File: src/rtl/cpu_debug_pkg.sv
// Shared state encoding and defaults for the CPU run-control / debug sequencer.
package cpu_debug_pkg;

    typedef enum logic [1:0] {
        DBG_IDLE  = 2'd0,
        DBG_STEP  = 2'd1,
        DBG_RUN   = 2'd2,
        DBG_BREAK = 2'd3
    } dbg_state_t;

    localparam int ADDR_STEP_DEFAULT = 4;

endpackage

File: src/rtl/edge_pulse.sv
// One-cycle pulse on a rising edge of d. The history flop resets to 1 so that
// a button already held when reset is released never produces a pulse.
module edge_pulse (
    input  logic clk,
    input  logic rst,
    input  logic d,
    output logic pulse
);

    logic d_q;

    always_ff @(posedge clk) begin
        if (!rst) begin
            d_q <= 1'b1;
        end else begin
            d_q <= d;
        end
    end

    assign pulse = d & ~d_q;

endmodule

File: src/rtl/cpu_debug_ctrl.sv
// Run-control sequencer: CPU clock-enable (pause/step/run/breakpoint) and debug view address.
// Optional DBG_CYCLE_CNT_EN adds cycle_cnt, a count of cycles with cpu_en high.
module cpu_debug_ctrl
    import cpu_debug_pkg::*;
#(
    parameter int VIEW_AW   = 10,
    parameter int ADDR_STEP = ADDR_STEP_DEFAULT
) (
    input  logic        clk,
    input  logic        rst,
    input  logic        run,
    input  logic        step,
    input  logic        inc,
    input  logic        dec,
    input  logic        bp_en,
    input  logic [31:0] bp_addr,
    input  logic [31:0] pc,
    output logic        cpu_en,
    output logic [31:0] m_rf_addr,
    output logic [1:0]  dbg_state,
    output logic        halted
`ifdef DBG_CYCLE_CNT_EN
    ,
    output logic [31:0] cycle_cnt
`endif
);

    localparam logic [VIEW_AW-1:0] STEP_V = VIEW_AW'(ADDR_STEP);

    logic step_pulse;
    logic inc_pulse;
    logic dec_pulse;
    logic bp_hit;
    logic run_en;

    dbg_state_t         state;
    dbg_state_t         state_nxt;
    logic [VIEW_AW-1:0] view_addr;

    edge_pulse u_step_edge (.clk(clk), .rst(rst), .d(step), .pulse(step_pulse));
    edge_pulse u_inc_edge  (.clk(clk), .rst(rst), .d(inc),  .pulse(inc_pulse));
    edge_pulse u_dec_edge  (.clk(clk), .rst(rst), .d(dec),  .pulse(dec_pulse));

    assign bp_hit = bp_en & (pc == bp_addr);

    always_ff @(posedge clk) begin
        if (!rst) begin
            state  <= DBG_IDLE;
            halted <= 1'b0;
        end else begin
            state  <= state_nxt;
            halted <= (state_nxt == DBG_BREAK);
        end
    end

    always_comb begin
        state_nxt = state;
        run_en    = 1'b0;
        unique case (state)
            DBG_IDLE: begin
                if (run) begin
                    state_nxt = DBG_RUN;
                end else if (step_pulse) begin
                    state_nxt = DBG_STEP;
                end
            end
            DBG_STEP: begin
                run_en    = 1'b1;
                state_nxt = run ? DBG_RUN : DBG_IDLE;
            end
            DBG_RUN: begin
                // Stall combinationally so the instruction at bp_addr is not advanced past.
                run_en = ~bp_hit;
                if (!run) begin
                    state_nxt = DBG_IDLE;
                end else if (bp_hit) begin
                    state_nxt = DBG_BREAK;
                end
            end
            DBG_BREAK: begin
                if (!run) begin
                    state_nxt = DBG_IDLE;
                end else if (step_pulse) begin
                    state_nxt = DBG_STEP;
                end
            end
            default: state_nxt = DBG_IDLE;
        endcase
    end

    assign cpu_en    = rst & run_en;
    assign dbg_state = state;

    always_ff @(posedge clk) begin
        if (!rst) begin
            view_addr <= '0;
        end else if (inc_pulse && !dec_pulse) begin
            view_addr <= view_addr + STEP_V;
        end else if (dec_pulse && !inc_pulse) begin
            view_addr <= view_addr - STEP_V;
        end
    end

    assign m_rf_addr = 32'(view_addr);

`ifdef DBG_CYCLE_CNT_EN
    always_ff @(posedge clk) begin
        if (!rst) begin
            cycle_cnt <= '0;
        end else if (cpu_en) begin
            cycle_cnt <= cycle_cnt + 32'd1;
        end
    end
`endif

endmodule

File: config.mk
export PLATFORM = sky130hd
export DESIGN_NAME = cpu_debug_ctrl
export DESIGN_NICKNAME = d
export VERILOG_FILES = /design/src/rtl/cpu_debug_pkg.sv /design/src/rtl/edge_pulse.sv /design/src/rtl/cpu_debug_ctrl.sv
export SDC_FILE = /design/constraint.sdc
export NUM_CORES = 1
export LEC_CHECK = 0
export ABC_AREA = 1
export BUFFER_PORTS_ARGS = -buffer_cell sky130_fd_sc_hd__buf_4
export CAP_MARGIN = 0
export CORE_ASPECT_RATIO = 1.25
export CORE_MARGIN = 3
export CORE_UTILIZATION = 40
export CTS_BUF_LIST = sky130_fd_sc_hd__clkbuf_8
export CTS_CLUSTER_SIZE = 14
export DETAILED_ROUTE_END_ITERATION = 16
export PLACE_DENSITY = 0.8
export SLEW_MARGIN = 25
export SYNTH_ARGS = -nofsm -noshare
export SYNTH_HDL_FRONTEND = slang
export SYNTH_SLANG_ARGS = --single-unit
File: constraint.sdc
create_clock -name clk -period 2 [get_ports clk]
set_input_delay 0.2 -clock clk [delete_from_list [all_inputs] [get_ports clk]]
set_output_delay 0.2 -clock clk [all_outputs]
set_load 0.05 [all_outputs]
==> results.py <==
metrics = {
    "synth": {
        "netlist.area_leader.share_pct": 17.0,
        "synth_edf_count": 0,
        "syn_inst": 275,
        "syn-mean-instance-area_sq_um": 5.98,
        "syn_area_sq_um": 1640,
        "seq_area_frac_synth_pct": 17.0,
        "yosys.area.top_type": "dfxtp_1",
        "ys_seq_elements": 14,
        "yosys-top-cells-area": "dfxtp_1, nand2_1, inv_1",
        "synthFlopType": "dfxtp_1",
        "ys_async_sr_fraction_pct": 0,
        "ys_types": 26,
        "yosys_warnings": 0,
    },
    "setup_path": {
        "crit_arrival_ns": 2.16,
        "crit_path_start_kind": "flop",
        "critical_path.max_stage_delay_ns": 0.35,
        "criticalPathCategory": "flop to flop",
        "crit_chain": "nor2_1 > ha_2 > inv_4 > buf_4 > fa_2 > nand3_2 > nand2_2 > a21oi_2 > nor2_1 > nor2_1 > xnor2_1 > o21ai_1 > inv_1",
        "critPathSlowestCell": "fa_2",
        "cp_common_cell": "nor2_1",
        "path_max_fanout": 6,
        "cp-end-kind": "flop",
        "required_ns": 2.15,
    },
    "sta": {
        "fmax_mhz": 497,
        "worst_slack_ns": -0.0109,
        "final_max_slew_viol_count": 0,
        "timing.hold.ws_ns": 0.133,
        "rsz0062_at_grt": "yes",
        "period_share_pct": 101,
        "finalCriticalPeriod_ns": 2.01,
        "clock_skew_ns": 0.000465,
        "hold_viol_final": 0,
        "setup_viol": 1,
    },
    "route": {
        "viasPerCell": 4.21,
        "met1_length_um": 1570,
        "totalWireLength_um": 4200,
        "drtIter0Drc": 46,
        "dr.pass1.iters": 6,
        "via_count": 1767,
        "dr_wl_met2_um": 2130,
        "drc": 0,
        "routed-wl-met3_um": 456,
        "wl_per_cell_um": 9.99,
        "highest_layer": "met4",
        "antenna_left": 0,
    },
    "floorplan": {
        "fp-row-count": 25,
        "die-area_sq_um": 4920,
        "die_w_um": 63.3,
        "initial_core_util_pct": 42.4,
        "ioPinCount": 107,
        "fp.dieH_um": 77.7,
        "fp.coreArea_sq_um": 3880,
    },
    "run_status": {
        "violations": "setup timing",
        "status": "complete, but fails checks",
    },
    "global_routing": {
        "grt_pass1_vias": 1642,
        "grt_antenna_before_repair": 0,
        "grt_use_total_pct": 16.6,
        "grt_pass1_wl_um": 6710,
        "grt_overflow_total": 0,
        "grt_max_degree": 10,
    },
    "placement": {
        "routabilityCongestion": 0.786,
        "post_dp_cell_area_sq_um": 2270,
        "place_ws_ns": -0.0963,
        "hpwl_um": 3480,
        "io_buffers": 82,
        "dp.cells": 414,
    },
    "power": {
        "ir_worst_vdd_mv": 0.400,
        "leakagePower_nw": 1.42,
        "power.density_nw_per_um2": 525,
    },
    "min_path": {
        "min_path_type": "input port to flop",
    },
    "run": {
        "maxCapViolations": 0,
    },
    "cts": {
        "htreeDepth": 1,
        "insertion_delay_ns": 0.25,
        "clock_path_buffers": 2,
        "cts_tree": "done",
        "clkSinkCount": 14,
        "cts_inserted_buffers": 3,
        "cts_hold_buf": 0,
        "clock-root-buffer": "clkbuf_8",
        "clkSlewWorstSetupHoldPaths_ns": 0.06,
    },
    "layout": {
        "final_cells": 420,
        "syn_to_final_growth_pct": 45.6,
        "design_area_sq_um": 2390,
        "nFillCells": 374,
        "multi_input_area_sq_um": 1090,
        "drive_above_1_share_pct": 30.9,
        "seq_area_sq_um": 280,
        "fin_nets": 450,
        "antenna-diode-count": 0,
        "post-route-util_pct": 61.7,
    },
}
## routing by layer
metal	up-vias	global-route usage, %
li1	950	-
met1	741	16.3
met2	72	31.7
met3	4	5.50
met4	0	5.83
met5	-	0
## kinds of logic after synthesis
family	synth area share [%]
compound gates	9.36
xor+xnor	10.1
fa+ha+maj	9.59
buf+inv	25.1
flops	17.0
other cells	0.228
simple gates	28.5
## critical path: cells and delay by family, from the launching register on
family | cells | cell delay (ns)
simple gates | 5 | 0.42
xor+xnor | 1 | 0.07
compound gates | 2 | 0.28
flops | 1 | 0.30
fa+ha+maj | 2 | 0.58
buf+inv | 3 | 0.25
## synthesized netlist by cell type, types with 2 or more instances
cell type,number
a21oi_1,9
buf_4,24
clkinv_1,2
dfxtp_1,14
ha_1,11
inv_1,57
inv_2,2
nand2_1,70
nand3_1,7
nand3_2,2
nand4_1,2
nor2_1,27
nor2_2,3
o21ai_0,12
o21ai_1,5
xnor2_1,12
xor2_1,7
## per-stage QoR
step / total power [mW] / setup TNS [ns]
finish: 1.26 / -0.0109
CTS: 1.24 / 0
detailed placement: 0.949 / -0.206
floorplan: 0.776 / 0
global placement: 0.939 / -0.0386
global route: 1.34 / -0.180
## power by group
part / internal [mW] / leakage [nW] / total (mW) / switching (mW)
clock network: 0.175 / 0.0288 / 0.279 / 0.104
registers: 0.302 / 0.115 / 0.327 / 0.0248
logic: 0.272 / 1.28 / 0.651 / 0.379
## layout make-up
type                       count  area share, %
clock buffer                   4           2.30
sequential                    14           11.7
timing repair buffer          89           27.9
multi-input combinational    198           45.6
inverter                      61           9.67
tap                           54           2.82
## registers in the layout, indices dropped and copies added, names as in the netlist
register / count
view_addr: 8
u_inc_edge.d_q: 1
u_step_edge.d_q: 1
halted: 1
u_dec_edge.d_q: 1
dbg_state: 2
## cells in the final DEF, fill, tap and decap left out, drive strengths merged
cell type  netlist  final
buf             24     89
nand2           71     71
inv             59     59
nor2            30     30
conb             1     24
o21ai           17     17
dfxtp           14     14
xnor2           12     12
ha              11     11
a21oi            9      9
nand3            9      9
xor2             7      7
clkbuf           1      4
clkinv           2      2
nand4            2      2
or2              1      1
a21boi           1      1
a21o             1      1
and3             1      1
a211o            1      1
fa               1      1
## worst paths after layout
check	start	endpoint	slack, ns	cells past startpoint
worst max-delay path	u_inc_edge.d_q	view_addr[8]	-0.01	13
worst min register to register	view_addr[9]	view_addr[9]	0.50	2
worst max register to register	u_inc_edge.d_q	view_addr[8]	-0.01	13
worst min-delay path	dec	u_dec_edge.d_q	0.13	3
## timing repair
action,in CTS,in global routing
pin swaps,0,3
endpoints found under the setup margin,3,4
resized for setup,4,7
setup buffers,1,1
Power figures use the tool's default switching activity.
